File: config.mk
export PLATFORM = sky130hd
export DESIGN_NAME = apb_slave_regfile
export DESIGN_NICKNAME = d
export VERILOG_FILES = /design/src/rtl/apb_slave_regfile.sv
export SDC_FILE = /design/constraint.sdc
export NUM_CORES = 1
export LEC_CHECK = 0
export CAP_MARGIN = 20
export CORE_UTILIZATION = 40
export CTS_CLUSTER_SIZE = 28
export DETAILED_ROUTE_END_ITERATION = 7
export DONT_BUFFER_PORTS = 1
export GPL_ROUTABILITY_DRIVEN = 1
export HOLD_SLACK_MARGIN = 0.03
export SYNTH_ARGS = -nofsm -noshare
export SYNTH_HDL_FRONTEND = slang
export SYNTH_SLANG_ARGS = --single-unit
export TNS_END_PERCENT = 100
File: constraint.sdc
create_clock -name PCLK -period 2.5 [get_ports PCLK]
set_clock_uncertainty 0.15 [all_clocks]
set_input_delay 0.5 -clock PCLK [delete_from_list [all_inputs] [get_ports PCLK]]
set_output_delay 0.5 -clock PCLK [all_outputs]
set_load 0.01 [all_outputs]
File: src/rtl/apb_slave_regfile.sv
// APB4 completer with NUM_REGS byte-strobed registers, fixed wait states and PSLVERR on bad addresses.
// Outputs are registered; a transfer takes 2+WAIT_STATES cycles, and all register contents are mirrored on regs_flat.
module apb_slave_regfile #(
  parameter int ADDR_WIDTH  = 8,
  parameter int DATA_WIDTH  = 32,
  parameter int NUM_REGS    = 8,
  parameter int WAIT_STATES = 1
) (
  input  logic                           PCLK,
  input  logic                           PRESET,
  input  logic                           PSELx,
  input  logic                           PENABLE,
  input  logic                           PWRITE,
  input  logic [ADDR_WIDTH-1:0]          PADDR,
  input  logic [DATA_WIDTH-1:0]          PWDATA,
  input  logic [DATA_WIDTH/8-1:0]        PSTRB,
  output logic [DATA_WIDTH-1:0]          PRDATA,
  output logic                           PREADY,
  output logic                           PSLVERR,
  output logic [NUM_REGS*DATA_WIDTH-1:0] regs_flat
);

  localparam int          IDXW       = (NUM_REGS > 1) ? $clog2(NUM_REGS) : 1;
  localparam int          NB         = DATA_WIDTH / 8;
  localparam logic [3:0]  WS         = WAIT_STATES[3:0];
  localparam logic [31:0] NUM_REGS_U = NUM_REGS;

  typedef enum logic [1:0] {
    IDLE     = 2'd0,
    ACCESS   = 2'd1,
    COMPLETE = 2'd2
  } state_t;

  state_t state, state_nxt;
  logic [3:0] cnt, cnt_nxt;

  logic                  req_write;
  logic                  req_err;
  logic [IDXW-1:0]       req_idx;
  logic [DATA_WIDTH-1:0] req_wdata;
  logic [NB-1:0]         req_strb;

  logic [DATA_WIDTH-1:0] regs [NUM_REGS];

  logic [ADDR_WIDTH-3:0] addr_word;
  logic                  dec_err;
  logic [IDXW-1:0]       dec_idx;
  logic                  setup;

  logic                  rsp_write;
  logic                  rsp_err;
  logic [IDXW-1:0]       rsp_idx;
  logic                  rdy_nxt;
  logic                  err_nxt;
  logic [DATA_WIDTH-1:0] rdata_nxt;
  logic                  commit;

  assign addr_word = PADDR[ADDR_WIDTH-1:2];
  assign dec_err   = (PADDR[1:0] != 2'b00) || (32'(addr_word) >= NUM_REGS_U);
  assign dec_idx   = addr_word[IDXW-1:0];
  assign setup     = PSELx && !PENABLE;

  always_ff @(posedge PCLK) begin
    if (PRESET) begin
      state <= IDLE;
      cnt   <= '0;
    end else begin
      state <= state_nxt;
      cnt   <= cnt_nxt;
    end
  end

  always_comb begin
    state_nxt = state;
    cnt_nxt   = cnt;
    case (state)
      IDLE: begin
        // PENABLE already high here means no SETUP phase was seen; not a request.
        if (setup) begin
          cnt_nxt   = WS;
          state_nxt = (WS == 4'd0) ? COMPLETE : ACCESS;
        end
      end
      ACCESS: begin
        if (!PSELx) begin
          state_nxt = IDLE;
          cnt_nxt   = '0;
        end else if (PENABLE) begin
          cnt_nxt = (cnt == 4'd0) ? 4'd0 : cnt - 4'd1;
          if (cnt <= 4'd1) begin
            state_nxt = COMPLETE;
          end
        end
      end
      COMPLETE: begin
        state_nxt = IDLE;
        cnt_nxt   = '0;
      end
      default: begin
        state_nxt = IDLE;
        cnt_nxt   = '0;
      end
    endcase
  end

  // Request is captured in the SETUP cycle; later bus changes are ignored.
  always_ff @(posedge PCLK) begin
    if (PRESET) begin
      req_write <= 1'b0;
      req_err   <= 1'b0;
      req_idx   <= '0;
      req_wdata <= '0;
      req_strb  <= '0;
    end else if (state == IDLE && setup) begin
      req_write <= PWRITE;
      req_err   <= dec_err;
      req_idx   <= dec_idx;
      req_wdata <= PWDATA;
      req_strb  <= PSTRB;
    end
  end

  // With zero wait states COMPLETE is entered straight from IDLE, so the live decode is used.
  always_comb begin
    rsp_write = req_write;
    rsp_err   = req_err;
    rsp_idx   = req_idx;
    if (state == IDLE) begin
      rsp_write = PWRITE;
      rsp_err   = dec_err;
      rsp_idx   = dec_idx;
    end
    rdy_nxt   = (state_nxt == COMPLETE);
    err_nxt   = rdy_nxt && rsp_err;
    rdata_nxt = '0;
    if (rdy_nxt && !rsp_err && !rsp_write) begin
      rdata_nxt = regs[rsp_idx];
    end
  end

  always_ff @(posedge PCLK) begin
    if (PRESET) begin
      PREADY  <= 1'b0;
      PSLVERR <= 1'b0;
      PRDATA  <= '0;
    end else begin
      PREADY  <= rdy_nxt;
      PSLVERR <= err_nxt;
      PRDATA  <= rdata_nxt;
    end
  end

  assign commit = (state == COMPLETE) && req_write && !req_err;

  always_ff @(posedge PCLK) begin
    if (PRESET) begin
      for (int i = 0; i < NUM_REGS; i++) begin
        regs[i] <= '0;
      end
    end else if (commit) begin
      for (int i = 0; i < NUM_REGS; i++) begin
        if (32'(req_idx) == i) begin
          for (int b = 0; b < NB; b++) begin
            if (req_strb[b]) begin
              regs[i][8*b +: 8] <= req_wdata[8*b +: 8];
            end
          end
        end
      end
    end
  end

  always_comb begin
    regs_flat = '0;
    for (int i = 0; i < NUM_REGS; i++) begin
      regs_flat[i*DATA_WIDTH +: DATA_WIDTH] = regs[i];
    end
  end

endmodule

[After elaboration in Yosys (flattened, before gate mapping)]
Memory sizes are Yosys's and may differ from the RTL's. A register that Yosys moved wholly into a read port is not among the register bits.
Cells that the tools add are included.
Storage, ports and cells
  memories kept: 1
  register bits after elaboration: 49
  logic and storage cells: 255
  output and inout bits: 290
  input bits: 49
  RAM bits: 256
Memories
  regs: depth 8, width 32, read ports 9, clocked after memory_dff 1, write ports 8, RTL line 43  | logic [DATA_WIDTH-1:0] regs [NUM_REGS];
Cells by class
  add/subtract/negate cells: 1
  reductions and logical operators: 18
  mux-type cells: 179
  bitwise gates (word level): 33
  equality and inequality tests: 12
  $lt $le $gt $ge: 2
Operator list (count)
  8-bit two-way mux: 32
  1-bit two-way mux: 136
  1-bit OR: 32
  4-bit two-way mux: 4
  3-bit equality test (second input constant): 4
  2-bit two-way mux: 4
  4-bit one-hot mux with 2 select lines: 1
  1-bit logical AND: 7
  3-bit by 2-bit equality test with 1-bit output (second input constant): 2
  6-bit by 4-bit greater-or-equal comparator with 1-bit output (second input constant): 1
  2-bit equality test (second input constant): 2
  4-bit by 1-bit less-or-equal comparator with 1-bit output (second input constant): 1
  1-bit logical NOT: 4
  4-bit logical NOT: 1
  2-bit one-hot mux with 2 select lines: 1
  4-bit by 1-bit subtractor with 4-bit output (second input constant): 1
  3-bit by 1-bit equality test with 1-bit output (second input constant): 1
  3-bit logical NOT: 1
  3-bit two-way mux: 1
  3-bit inequality test (second input constant): 1
  2-bit by 1-bit equality test with 1-bit output (second input constant): 1
  2-bit logical NOT: 1
  2-bit inequality test (second input constant): 1
  2-bit AND reduction: 1
  other kinds (4): 4

[Depth between registers and ports, before layout]
Gate-level depths: netlist of the first run.
  depth after elaboration: 10
  mapped depth: 8
  mapped depth without buffers: 5

[Worst setup path before layout of the first run]
Ideal clock, no wire load.
  kind: input -> register
  from: in PADDR[0]
  to: reg PRDATA[10] (read register of regs)
  setup time: 0.087 ns
  required time: 2.263 ns
  data arrival time: 1.975 ns
  slack: 0.288 ns
  stages: 6
  cells stage by stage: or4_4 > o31ai_4 > nand4_4 > buf_6 > a221o_1 > a221oi_2
Between the ends
  word-level cells in the longest chain between the ends: 8
Ends and longest elaborated chain
  start, declared: RTL line 14  | input logic [ADDR_WIDTH-1:0] PADDR,
  2-bit nonzero test: RTL line 59  | assign dec_err = (PADDR[1:0] != 2'b00) || (32'(addr_word) >= NUM_REGS_U);
  1-bit logical OR: RTL line 59
  1-bit two-way mux: RTL line 128  | if (state == IDLE) begin
  1-bit logical NOT: RTL line 136  | if (rdy_nxt && !rsp_err && !rsp_write) begin
  1-bit logical AND (2 in a row): RTL line 136
  1-bit NOT (no source line)
  2-bit OR reduction (no source line)
  end, declared: RTL line 17  | output logic [DATA_WIDTH-1:0] PRDATA,
Every way passes these cells.
A chain may end at the register's enable or synchronous reset.

==> flow_metrics.env, run 1 <==
export IMPL_crit_slowest_cell="nor2_1"
export IMPL_synth_edf_count=256
export IMPL_cp_required_ns=2.52
export IMPL_synth_top_cell_by_area="edfxtp_1"
export IMPL_crit_fanout=9
export IMPL_synth_seq_area_share_pct=66.5
export IMPL_rows=68
export IMPL_cp_common_cell="nand2b_1"
export IMPL_ys_ff_latch=337
export IMPL_drv_slew=0
export IMPL_hpwl_mm=29.5
export IMPL_timing_rr_end="regs[3][24]$_SDFFCE_PN0P_"
export IMPL_whs_path_depth=1
export IMPL_yosysWarnings=0
export IMPL_numCtsBuffers=38
export IMPL_vias=9175
export IMPL_drt_pass1_iterations=5
export IMPL_grt_pass1_wl_mm=61.9
export IMPL_avgViaCountPerCell=5.46
export IMPL_clockBufferDepth=3
export IMPL_ctsResizeCount=0
export IMPL_synth_area_top_cells="edfxtp_1 55%, dfxtp_1 12%, mux2i_1 9.2%"
export IMPL_grt_overflow=0
export IMPL_drv_cap=0
export IMPL_wl_per_cell_um=25.2
export IMPL_rsz0062_at_grt="no"
export IMPL_cp_slowest_stage_delay_ns=0.51
export IMPL_io_pins=339
export IMPL_cp_top_family="simple AND/OR/NAND/NOR gates"
export IMPL_clk_insertion_delay_late_ns=0.53
export IMPL_min_to="state[1]$_SDFF_PP0_"
export IMPL_wirelength_mm=42.4
export IMPL_worstSetupStartpointType="flop"
export IMPL_grt_max_degree=67
export IMPL_port_buffers=0
export IMPL_worst_slack_ns=0.176
export IMPL_grt_antenna_before_repair=0
export IMPL_max_slew_margin_rel_pct=41.5
export IMPL_hp_class="in2reg"
export IMPL_power_density_nw_per_um2=781
export IMPL_synth_area_per_cell_um2=12.8
export IMPL_ant_nets=0
export IMPL_htree_levels=2
export IMPL_cts_root_buf="clkbuf_16"
export IMPL_syn_inst=1094
export IMPL_crit_buf_inv=1
export IMPL_grt_usage_pct=23.5
export IMPL_drc=0
export IMPL_core_area_um2=34500
export IMPL_dieHeight_um=189
export IMPL_dp_slack_ns=0.131
export IMPL_tns_ns=0
export IMPL_p_leak_nw=6.37
export IMPL_grt_pass1_vias=9406
export IMPL_cp_cell_sequence="nand2b_1 -> nor2_1 -> buf_4 -> nand2_1 -> nand2b_1"
export IMPL_rrSetupSlack_ns=0.18
export IMPL_synth_top_area_share_pct=54.9
export IMPL_initialDrtViolationCount=637
export IMPL_cts_num_sinks=337
export IMPL_drive_gt1_share_pct=14.6
export IMPL_die_w_um=189
export IMPL_placed_area_um2=15000
export IMPL_ys_types=42
export IMPL_antenna_cells=0
export IMPL_syn_cell_area_um2=14000
export IMPL_end_kind="flop"
export IMPL_finalWeightedCongestion=0.829
export IMPL_critical_path_arrival_ns=2.34
export IMPL_async_reset_ff_share_pct=0
export IMPL_cts_setup_buffers=0
export IMPL_clkTransAtPathRegs_ns=0.06
export IMPL_timing_rr_start="req_idx[1]$_SDFFE_PP0P_"
export IMPL_p_total_w=0.0131
export IMPL_syn_to_final_growth_pct=19.7
export IMPL_hold_buffers=44
export IMPL_fin_area_um2=16700
export IMPL_hold_violations=0
export IMPL_status="finished clean"
export IMPL_worst_pin_slew_ns=0.874
export IMPL_r2r_cells=5
export IMPL_fin_nets=1244
export IMPL_path_class="reg2reg"
export IMPL_ir_worst_vdd_uv=534
export IMPL_die_area_um2=35700
export IMPL_synth_nets=1143
export IMPL_cts_tree="built"
export IMPL_synth_main_ff_cell="edfxtp_1"
export IMPL_min_from="PSELx"
export IMPL_min_period_ns=2.32
export IMPL_start_util_pct=40.6
export IMPL_setup_viol=0
export IMPL_post_route_period_util_pct=93.0
export IMPL_max_freq_mhz=430
## per-layer routing
metal	routed length (µm)	track usage, %	part of all wire (%)	up-vias
li1	-	-	-	4147
met1	17300	29.9	41	4546
met2	20300	38.4	48	414
met3	3920	7.38	9.2	68
met4	833	6.58	2.0	0
met5	0	0	0	-
## cells in the final DEF, fill, tap and decap left out, types with 3 or more instances in the layout
cell type and n:
clkinv_2 7, nand2b_1 59, clkinvlp_4 3, o21ai_4 3, nor3_1 7, and2_1 5
bufinv_16 4, mux2i_1 128, buf_12 9, dlygate4sd3_1 43, clkbuf_8 3, a221o_1 32
edfxtp_1 256, nor2_1 201, nand3b_1 3, o21bai_1 9, inv_1 33, a221oi_2 30
buf_4 67, a21oi_1 44, clkbuf_1 8, nand2_1 114, dfxtp_1 81, clkbuf_16 41
nand3_1 3
## synth_stat cells (all sizes together) (2+ instances only)
master	instances
nor3	7
a221o	32
a221oi	32
nand3	3
or3	2
a21oi	44
nor2	203
nand2b	59
and3	2
or2	2
buf	23
o21bai	9
o31ai	2
clkbuf	36
o21ai	5
mux2i	129
nand3b	3
dfxtp	81
nand2	114
inv	33
and2	5
edfxtp	256
## worst reg2reg max path: cells and delay by family, from the launching register on
family | cells | cell delay (ns)
buf+inv | 1 | 0.24
flops | 1 | 0.47
simple gates | 4 | 1.11
## how the worst max path moves through the flow
stage                                        from                   endpoint  slack (ns)  cells after the start
after CTS                 req_idx[1]$_SDFFE_PP0P_  regs[3][24]$_SDFFCE_PN0P_        0.16                      5
after global placement                   PADDR[0]      PRDATA[28]$_SDFF_PP0_        0.15                      6
final                     req_idx[1]$_SDFFE_PP0P_  regs[3][24]$_SDFFCE_PN0P_        0.18                      5
after detailed placement                 PADDR[0]      PRDATA[13]$_SDFF_PP0_        0.13                      6
after floorplan                          PADDR[0]      PRDATA[10]$_SDFF_PP0_        0.29                      6
after global routing          state[1]$_SDFF_PP0_  regs[2][12]$_SDFFCE_PN0P_        0.05                      4
## cell families after synthesis
logic type	Yosys count	share of synthesized area [%]
flip-flops	337	66.5
AND/OR/NAND/NOR	407	12.8
buffers and inverters	92	3.10
XOR/XNOR	1	0.0626
multiplexers	129	9.25
AO/OA/AOI/OAI	128	8.28
## flip-flops by register name, summed over array words and instances (netlist names)
signal,count
PREADY,1
req_idx,3
PRDATA,32
PSLVERR,1
cnt,4
req_wdata,32
req_strb,4
regs,256
req_write,1
req_err,1
state,2
## report_power, final
part | leakage, nW | switching [W] | internal (W)
Clock | 0.628 | 0.00227 | 0.00350
Combinational | 2.45 | 0.000527 | 0.000324
Sequential | 3.29 | 0.000246 | 0.00622
Total | 6.37 | 0.00304 | 0.0100
## through the flow
step	instances	utilization, %	hold WS, ns
6_report	1679	48.6	0.0871
5_1_grt	1679	48.6	0.0700
4_1_cts	1679	48.6	0.0537
3_5_place_dp	1566	43.5	0.292
3_3_place_gp	1566	43.5	0.287
2_1_floorplan	1094	-	0.287
## area by class of cell
| cell class | count | area (µm²) |
|---|---|---|
| Clock inverter | 17 | 194 |
| Inverter | 33 | 124 |
| Fill cell | 3051 | 17700 |
| Multi-Input combinational cell | 665 | 4310 |
| Clock buffer | 52 | 1100 |
| Sequential cell | 337 | 9310 |
| Timing Repair Buffer | 120 | 1140 |
| Tap cell | 455 | 569 |
(Power assumes the default switching activity.)
==> run 2: changes to the inputs <==
CTS_CLUSTER_DIAMETER = 50   (was unset)
clock period = 1.93 ns   (was 2.5 ns; I/O delays follow)
==> run 2 against run 1 <==
Effect of this change: the run now ends with setup timing left; register-to-register slack lost 0.38 ns; core utilization increased by 2.5 points; clock power is 34% higher; hold slack worse by 0.043 ns; via count grew 2.9%; sequential cell count is the same; die area stayed put; largest cell class unchanged; largest power group unchanged.
==> flow_metrics.env, run 2 (synthesis results as in run 1) <==
export IMPL_grt_usage_pct=24.0
export IMPL_cp_common_cell="buf_12"
export IMPL_grt_antenna_before_repair=0
export IMPL_utilization_pct=51.1
export IMPL_drc=0
export IMPL_rsz0062_at_grt="yes"
export IMPL_port_buffers=0
export IMPL_hp_class="in2reg"
export IMPL_antenna_cells=0
export IMPL_clkTransAtPathRegs_ns=0.08
export IMPL_worst_pin_slew_ns=0.436
export IMPL_grt_overflow=0
export IMPL_worst_slack_ns=-0.201
export IMPL_path_class="reg2reg"
export IMPL_hold_ws_ns=0.0444
export IMPL_worstSetupStartpointType="flop"
export IMPL_drv_cap=0
export IMPL_vias=9442
export IMPL_grt_max_degree=66
export IMPL_status="finished, violations left"
export IMPL_dieHeight_um=189
export IMPL_layout_common_cells="256 x edfxtp_1, 200 x nor2_1, 114 x nand2_1"
export IMPL_fin_area_um2=17600
export IMPL_power_density_nw_per_um2=990
export IMPL_drive_gt1_share_pct=22.1
export IMPL_p_leak_nw=6.70
export IMPL_finalWeightedCongestion=0.803
export IMPL_max_freq_mhz=469
export IMPL_wl_per_cell_um=25.2
export IMPL_top_register="regs"
export IMPL_syn_to_final_growth_pct=25.8
export IMPL_cts_num_sinks=337
export IMPL_hold_violations=0
export IMPL_die_area_um2=35700
export IMPL_drt_pass1_iterations=5
export IMPL_setup_viol=39
export IMPL_fin_nets=1291
export IMPL_placed_area_um2=15300
export IMPL_wirelength_mm=43.6
export IMPL_start_util_pct=40.6
export IMPL_grt_pass1_vias=9679
export IMPL_min_period_ns=2.13
export IMPL_ant_nets=0
export IMPL_rows=68
export IMPL_clk_insertion_delay_late_ns=0.53
export IMPL_io_pins=339
export IMPL_final_common_cell="edfxtp_1"
export IMPL_cts_tree="built"
export IMPL_avgViaCountPerCell=5.47
export IMPL_ir_worst_vdd_uv=768
export IMPL_core_area_um2=34500
export IMPL_numCtsBuffers=38
export IMPL_crit_slowest_cell="dfxtp_4"
export IMPL_max_slew_margin_rel_pct=70.7
export IMPL_cp_slowest_stage_delay_ns=0.37
export IMPL_cp_required_ns=2.23
export IMPL_cp_cell_sequence="nor2_4 -> mux2i_4 -> buf_12 -> buf_12 -> buf_16 -> mux2i_2 -> a221o_1 -> a221oi_2"
export IMPL_initialDrtViolationCount=534
export IMPL_post_route_period_util_pct=110
export IMPL_dp_slack_ns=-0.387
export IMPL_htree_levels=2
export IMPL_clockBufferDepth=3
export IMPL_grt_pass1_wl_mm=63.4
export IMPL_critical_path_arrival_ns=2.43
export IMPL_crit_fanout=7
export IMPL_largest_reg_flops=256
export IMPL_rrSetupSlack_ns=-0.20
export IMPL_hpwl_mm=29.8
export IMPL_cts_root_buf="clkbuf_16"
export IMPL_end_kind="flop"
export IMPL_die_w_um=189
export IMPL_drv_slew=0
export IMPL_reg_top3="regs: 256 flops, PRDATA: 32 flops, req_wdata: 32 flops"
export IMPL_violations="setup timing"
-- run 2: critical path: cells and delay by family, from the launching register on --
kind                   cells  cell delay (ns)
AND/OR/NAND/NOR            1             0.17
buffers and inverters      3             0.47
flip-flops                 1             0.37
AO/OA/AOI/OAI              2             0.53
multiplexers               2             0.38
-- run 2: final cells by class --
| class | instances | area (µm²) |
|---|---|---|
| clock buffer | 46 | 1060 |
| clock inverter | 24 | 303 |
| fill | 3026 | 16800 |
| inverter | 33 | 124 |
| multi-input combinational | 665 | 4520 |
| sequential | 337 | 9320 |
| tap | 455 | 569 |
| timing repair buffer | 167 | 1710 |
-- run 2: repair_timing --
item,CTS,global route
gates resized for setup,38,29
endpoints found under the hold margin,49,0
setup endpoints to repair,262,225
buffers inserted,8,8
gates cloned,4,0
hold buffers,44,0
pin swaps,12,14
-- run 2: path summary, 6_finish.rpt --
kind | depth (start not counted) | startpoint | end
min | 3 | PADDR[5] | req_err$_SDFFE_PP0P_
min reg2reg | 2 | req_wdata[27]$_SDFFE_PP0P_ | req_wdata[27]$_SDFFE_PP0P_
max reg2reg | 8 | state[0]$_SDFF_PP0_ | PRDATA[8]$_SDFF_PP0_
max | 8 | state[0]$_SDFF_PP0_ | PRDATA[8]$_SDFF_PP0_
-- run 2: power breakdown --
| part | internal [W] | switching, W | leakage, nW |
|---|---|---|---|
| combinational | 0.000590 | 0.000744 | 2.74 |
| sequential | 0.00804 | 0.000325 | 3.29 |
| clock | 0.00451 | 0.00323 | 0.670 |
| total | 0.0131 | 0.00430 | 6.70 |
-- run 2: routing by layer --
layer | GRT usage, % | wire (µm) | share of wire (%)
met1 | 30.6 | 17400 | 40
met2 | 39.8 | 21200 | 49
met3 | 6.91 | 4210 | 9.7
met4 | 6.17 | 796 | 1.8
met5 | 0 | 0 | 0
-- run 2: per-stage QoR --
step / TNS (ns) / power (W) / instances
floorplan: -5.15 / 0.00910 / 1094
global placement: -12.26 / 0.00959 / 1597
detailed placement: -17.38 / 0.00960 / 1597
CTS: -6.76 / 0.0176 / 1722
global route: -20.37 / 0.0179 / 1727
finish: -4.31 / 0.0174 / 1727
==> run 3: changes to the inputs <==
GPL_ROUTABILITY_DRIVEN = 0   (was 1)
==> results of run 3 <==
Same layout as run 2: the final DEF is identical, and so are final timing and power.
